==> src/rtl/alu_result_fifo_if.sv <==
// alu_result_fifo_if: push/pop handshake and debug bundle for the
// ALU result FIFO. master = ALU issue / consumer side, slave = FIFO.
//   In_*   : upstream push (valid/ready) carrying ALU result, carry, select
//   Rd_*   : downstream show-ahead pop (valid/ready) with head fields
//   Count, Stall_Cnt, Clear_Stall : occupancy and stall debug
interface alu_result_fifo_if #(
    parameter int DATA_W  = 4,
    parameter int SEL_W   = 3,
    parameter int CNT_W   = 3,
    parameter int STALL_W = 8
);
    logic               In_Valid;
    logic               In_Ready;
    logic [DATA_W-1:0]  In_Result;
    logic               In_Carry;
    logic [SEL_W-1:0]   In_Select;
    logic               Rd_Valid;
    logic               Rd_Ready;
    logic [DATA_W-1:0]  Rd_Result;
    logic               Rd_Carry;
    logic               Rd_Zero;
    logic [SEL_W-1:0]   Rd_Select;
    logic [CNT_W-1:0]   Count;
    logic [STALL_W-1:0] Stall_Cnt;
    logic               Clear_Stall;

    modport master (
        output In_Valid, In_Result, In_Carry, In_Select,
        output Rd_Ready, Clear_Stall,
        input  In_Ready, Rd_Valid, Rd_Result, Rd_Carry,
        input  Rd_Zero, Rd_Select, Count, Stall_Cnt
    );

    modport slave (
        input  In_Valid, In_Result, In_Carry, In_Select,
        input  Rd_Ready, Clear_Stall,
        output In_Ready, Rd_Valid, Rd_Result, Rd_Carry,
        output Rd_Zero, Rd_Select, Count, Stall_Cnt
    );
endinterface

==> src/rtl/alu_result_fifo.sv <==
// alu_result_fifo: buffers ALU results {select, carry, zero, result}
// between the ALU issue logic and the write-back / display consumer.
//   Clk, Reset_n : single clock, synchronous active-low reset
//   bus (slave)  : In_* push side, Rd_* show-ahead pop side, debug
//                  Count / Stall_Cnt with Clear_Stall
module alu_result_fifo #(
    parameter int DATA_W  = 4,
    parameter int SEL_W   = 3,
    parameter int DEPTH   = 4,
    parameter int CNT_W   = 3,
    parameter int STALL_W = 8
) (
    input  logic             Clk,
    input  logic             Reset_n,
    alu_result_fifo_if.slave bus
);
    localparam int PTR_W = $clog2(DEPTH);

    typedef struct packed {
        logic [SEL_W-1:0]  sel;
        logic              carry;
        logic              zero;
        logic [DATA_W-1:0] res;
    } entry_t;

    entry_t             r_mem [DEPTH];
    logic [PTR_W-1:0]   r_wr_ptr;
    logic [PTR_W-1:0]   r_rd_ptr;
    logic [CNT_W-1:0]   r_count;
    logic [STALL_W-1:0] r_stall;

    logic   w_full;
    logic   w_empty;
    logic   w_push;
    logic   w_pop;
    logic   w_stall;
    entry_t w_in;
    entry_t w_head;

    assign w_full  = (r_count == CNT_W'(DEPTH));
    assign w_empty = (r_count == '0);
    assign w_push  = bus.In_Valid & ~w_full;
    assign w_pop   = bus.Rd_Ready & ~w_empty;
    assign w_stall = bus.In_Valid & w_full;

    // Carry only carries meaning for the add operation (select 0).
    always_comb begin
        w_in       = '0;
        w_in.sel   = bus.In_Select;
        w_in.carry = (bus.In_Select == '0) ? bus.In_Carry : 1'b0;
        w_in.zero  = (bus.In_Result == '0);
        w_in.res   = bus.In_Result;
    end

    // Head is forced to zero when empty so stale storage never leaks out.
    assign w_head = w_empty ? '0 : r_mem[r_rd_ptr];

    assign bus.In_Ready  = ~w_full;
    assign bus.Rd_Valid  = ~w_empty;
    assign bus.Rd_Result = w_head.res;
    assign bus.Rd_Carry  = w_head.carry;
    assign bus.Rd_Zero   = w_head.zero;
    assign bus.Rd_Select = w_head.sel;
    assign bus.Count     = r_count;
    assign bus.Stall_Cnt = r_stall;

    // Storage is not reset; pointers alone define validity.
    always_ff @(posedge Clk) begin
        if (Reset_n && w_push) begin
            r_mem[r_wr_ptr] <= w_in;
        end
    end

    always_ff @(posedge Clk) begin
        if (!Reset_n) begin
            r_wr_ptr <= '0;
            r_rd_ptr <= '0;
            r_count  <= '0;
        end else begin
            if (w_push) begin
                r_wr_ptr <= r_wr_ptr + PTR_W'(1);
            end
            if (w_pop) begin
                r_rd_ptr <= r_rd_ptr + PTR_W'(1);
            end
            case ({w_push, w_pop})
                2'b10:   r_count <= r_count + CNT_W'(1);
                2'b01:   r_count <= r_count - CNT_W'(1);
                default: r_count <= r_count;
            endcase
        end
    end

    // Clear wins over the increment; counter sticks at all-ones.
    always_ff @(posedge Clk) begin
        if (!Reset_n) begin
            r_stall <= '0;
        end else if (bus.Clear_Stall) begin
            r_stall <= '0;
        end else if (w_stall && !(&r_stall)) begin
            r_stall <= r_stall + STALL_W'(1);
        end
    end
endmodule
==> src/flat_wrapper.sv <==
// flat-port wrapper written by rule: the top's interface ports become plain ports
module alu_result_fifo_flat 
#(
    parameter int DATA_W  = 4,
    parameter int SEL_W   = 3,
    parameter int DEPTH   = 4,
    parameter int CNT_W   = 3,
    parameter int STALL_W = 8
)
  (Clk, Reset_n, bus_In_Valid, bus_In_Result, bus_In_Carry, bus_In_Select, bus_Rd_Ready, bus_Clear_Stall, bus_In_Ready, bus_Rd_Valid, bus_Rd_Result, bus_Rd_Carry, bus_Rd_Zero, bus_Rd_Select, bus_Count, bus_Stall_Cnt);
  alu_result_fifo_if #(.DATA_W(DATA_W), .SEL_W(SEL_W), .CNT_W(CNT_W), .STALL_W(STALL_W)) bus_i ();
  input  logic Clk;
  input  logic Reset_n;
  input wire logic [$bits(bus_i.In_Valid)-1:0] bus_In_Valid;
  input wire logic [$bits(bus_i.In_Result)-1:0] bus_In_Result;
  input wire logic [$bits(bus_i.In_Carry)-1:0] bus_In_Carry;
  input wire logic [$bits(bus_i.In_Select)-1:0] bus_In_Select;
  input wire logic [$bits(bus_i.Rd_Ready)-1:0] bus_Rd_Ready;
  input wire logic [$bits(bus_i.Clear_Stall)-1:0] bus_Clear_Stall;
  output wire logic [$bits(bus_i.In_Ready)-1:0] bus_In_Ready;
  output wire logic [$bits(bus_i.Rd_Valid)-1:0] bus_Rd_Valid;
  output wire logic [$bits(bus_i.Rd_Result)-1:0] bus_Rd_Result;
  output wire logic [$bits(bus_i.Rd_Carry)-1:0] bus_Rd_Carry;
  output wire logic [$bits(bus_i.Rd_Zero)-1:0] bus_Rd_Zero;
  output wire logic [$bits(bus_i.Rd_Select)-1:0] bus_Rd_Select;
  output wire logic [$bits(bus_i.Count)-1:0] bus_Count;
  output wire logic [$bits(bus_i.Stall_Cnt)-1:0] bus_Stall_Cnt;
  assign bus_i.In_Valid = bus_In_Valid;
  assign bus_i.In_Result = bus_In_Result;
  assign bus_i.In_Carry = bus_In_Carry;
  assign bus_i.In_Select = bus_In_Select;
  assign bus_i.Rd_Ready = bus_Rd_Ready;
  assign bus_i.Clear_Stall = bus_Clear_Stall;
  assign bus_In_Ready = bus_i.In_Ready;
  assign bus_Rd_Valid = bus_i.Rd_Valid;
  assign bus_Rd_Result = bus_i.Rd_Result;
  assign bus_Rd_Carry = bus_i.Rd_Carry;
  assign bus_Rd_Zero = bus_i.Rd_Zero;
  assign bus_Rd_Select = bus_i.Rd_Select;
  assign bus_Count = bus_i.Count;
  assign bus_Stall_Cnt = bus_i.Stall_Cnt;
  alu_result_fifo #(.DATA_W(DATA_W), .SEL_W(SEL_W), .DEPTH(DEPTH), .CNT_W(CNT_W), .STALL_W(STALL_W)) u_core (.Clk(Clk), .Reset_n(Reset_n), .bus(bus_i));
endmodule
==> config.mk <==
export PLATFORM = sky130hd
export DESIGN_NAME = alu_result_fifo_flat
export DESIGN_NICKNAME = d
export VERILOG_FILES = /design/src/rtl/alu_result_fifo_if.sv /design/src/rtl/alu_result_fifo.sv /design/src/flat_wrapper.sv
export SDC_FILE = /design/constraint.sdc
export NUM_CORES = 1
export LEC_CHECK = 0
export CORE_ASPECT_RATIO = 0.8
export CORE_UTILIZATION = 30
export CTS_BUF_LIST = sky130_fd_sc_hd__clkbuf_4
export CTS_CLUSTER_SIZE = 10
export DETAILED_ROUTE_END_ITERATION = 7
export GPL_ROUTABILITY_DRIVEN = 0
export PLACE_DENSITY_LB_ADDON = 0.08
export SYNTH_ARGS = -nofsm -noshare
export SYNTH_HDL_FRONTEND = slang
export SYNTH_SLANG_ARGS = --single-unit
==> constraint.sdc <==
create_clock -name Clk -period 2.2 [get_ports Clk]
set_input_delay 0.44 -clock Clk [delete_from_list [all_inputs] [get_ports Clk]]
set_output_delay 0.44 -clock Clk [all_outputs]
set_load 0.01 [all_outputs]
==> metrics <==
status=complete, no violations; diode count=0; Worst Path Arrival=1.73 ns; DRC Markers=0; Syn. warnings=0; first-pass GRT wire length=7.69 mm; CTS Sinks=53; CTS Root Cell=clkbuf_4; post-synthesis cell area=2260 sq um; Vias/cell=4.87; die area=7880 sq um; Post-DP HPWL=3.26 mm; number of global-route vias before repair=1462; CTS tree=built; Finished Core Util=41.2%; Synth Net Count=175; most common cell after layout, fill and taps aside=edfxtp_1; Mapped Cells=155; Hold Slack=0.520 ns; CTS Buf Count=5; drt wl/cell=15.8 um; total count of hold-check failures in the final report=0; global route total overflow=0; # rows=27; layout cell share with drive strength beyond 1=26.7%; slowest stage delay, CP=0.48 ns; worst-path fanout max=5; clk_skew=0.00371 ns; CP cell instances=buf_12, buf_6, mux4_2, and2_1, buf_2; met2 wire length=2.23 mm; Max Cap Viol=0; HP Class=register to register; largest net degree at the start of global routing=17; routed wl met3=239 um; core area=7090 sq um; ANT nets after route=0; Synth Flop Type=edfxtp_1; Post-Route WL=4.63 mm; H-tree depth=2; fmax=0.461 GHz; met1 WL=2.12 mm; Post-synth ARST share=0%; Pleak=1.05 nW; critical path data required time=1.76 ns; setup TNS=0 ns; startpoint type of the worst setup path=register; commonest cells after routing, fill and taps aside=edfxtp_1, clkdlybuf4s50_1, dfxtp_1; syn_area_per_cell=14.6 sq um; Layout Nets=225; # setup viols final=0; fill count=686; aggregate global-route resource usage=13.1%; Worst-Skew Late Latency=0.36 ns; Area Growth Syn to Fin=29.5%; initial antenna violation count=0; Crit. End Element=primary output; Synth cell types=37; Clock Tree Buf Depth=2; Slew Limit Fails=0; Slew @ Worst Pin=0.574 ns; unrepaired setup endpoints after global routing=yes; period utilization=98.6%; Worst-path clk slew=0.15 ns; post-synthesis sequential area ratio=63.0%; First-pass DRT Iterations=4; register area=1430 sq um; Post-synth EDFFs=36; Period minus WS final=2.17 ns; highest metal used=met4; Die Height=79.6 um; initial drt markers=141; hold_buf cts=0; Slew headroom=61.2%; PortBufs=34; pwr/cell area=971 nW/um^2; crit path kind=register to primary output; FF+latch count, synth=53; Worst VDD drop=0.490 mV; Starting Density=31.8%; area of the multi-input gates=806 sq um; Top Ports=35; Slowest cell on crit path=mux4_2; DIE WIDTH=99.0 um; vias=1428; Tot Pwr=2.84 mW
-- worst max-delay path, delay by kind of cell, from the launching register on --
kind	cells	cell delay, ns
buffers and inverters	3	0.34
DFF	1	0.40
and+or+nand+nor	1	0.14
muxes	1	0.48
-- final cells by class --
type	count	share of cell area, %
inverter	7	0.985
multi-input combinational	89	27.6
clock inverter	2	0.471
sequential	53	49.0
tap	87	3.72
clock buffer	6	1.54
timing repair buffer	49	16.7
-- flip-flops by register name, summed over array words and instances (netlist names), named ones only --
| register | count |
|---|---|
| u_core.r_mem | 36 |
| u_core.r_wr_ptr | 2 |
| u_core.bus.Stall_Cnt | 8 |
| u_core.bus.Count | 3 |
| u_core.r_rd_ptr | 2 |
-- metal layers --
| metal | global-route usage [%] | vias up |
|---|---|---|
| li1 | - | 679 |
| met5 | 0 | - |
| met4 | 3.58 | 0 |
| met1 | 17.2 | 706 |
| met2 | 21.5 | 39 |
| met3 | 3.24 | 4 |
-- kinds of logic after synthesis --
group	count (synthesis)	synth area share (%)
buf+inv	13	2.55
flops	53	63.0
compound gates	14	4.27
xor+xnor	7	2.72
simple gates	50	13.4
fa+ha+maj	7	4.21
mux	11	9.87
-- cell usage after synthesis, types with 3 or more instances --
| cell type | instances | area share (%) |
|---|---|---|
| ha_1 | 6 | 3.3 |
| nand3_1 | 4 | 0.89 |
| inv_1 | 6 | 1.0 |
| nand4_1 | 3 | 0.83 |
| a311oi_1 | 3 | 1.2 |
| nor2_1 | 5 | 0.83 |
| dfxtp_1 | 17 | 15 |
| clkbuf_1 | 3 | 0.50 |
| mux4_2 | 9 | 9.0 |
| nand2_1 | 4 | 0.66 |
| xor2_1 | 3 | 1.2 |
| xnor2_1 | 4 | 1.6 |
| edfxtp_1 | 36 | 48 |
| o21ai_0 | 3 | 0.66 |
| and3_1 | 7 | 1.9 |
| and2_1 | 15 | 4.2 |
-- worst paths after layout --
path,startpoint,endpoint,slack (ns),cells after the start
setup / recovery,register,bus_Rd_Result[3],0.03,5
hold / removal,u_core.r_wr_ptr[1]$_SDFFE_PN0N_,u_core.r_wr_ptr[1]$_SDFFE_PN0N_,0.52,2
setup reg to reg,u_core.bus.Count[2]$_SDFFE_PN0P_,u_core.bus.Count[2]$_SDFFE_PN0P_,0.05,9
hold reg to reg,u_core.r_wr_ptr[1]$_SDFFE_PN0N_,u_core.r_wr_ptr[1]$_SDFFE_PN0N_,0.52,2
-- what timing repair did --
action,4_1_cts,5_1_grt
gates cloned,1,0
gates resized for setup,41,10
pin swaps,6,0
buffers inserted,3,0
endpoints found under the setup margin,10,8
-- metrics by stage --
stage | cells | area (sq um) | setup WS [ns]
finish | 293 | 2920 | 0.0308
global route | 293 | 2920 | -0.0497
CTS | 294 | 2920 | -0.0110
detailed placement | 282 | 2840 | -0.106
global placement | 282 | 2840 | -0.0108
floorplan | 155 | 2280 | 0.0165
-- power by group --
group | internal, mW | leakage [nW] | total, mW | switching [mW]
clock | 0.141 | 0.0360 | 0.445 | 0.304
combinational | 0.670 | 0.543 | 1.15 | 0.484
sequential | 1.17 | 0.469 | 1.24 | 0.0706
Note: power is estimated with default switching activity, not from simulation.
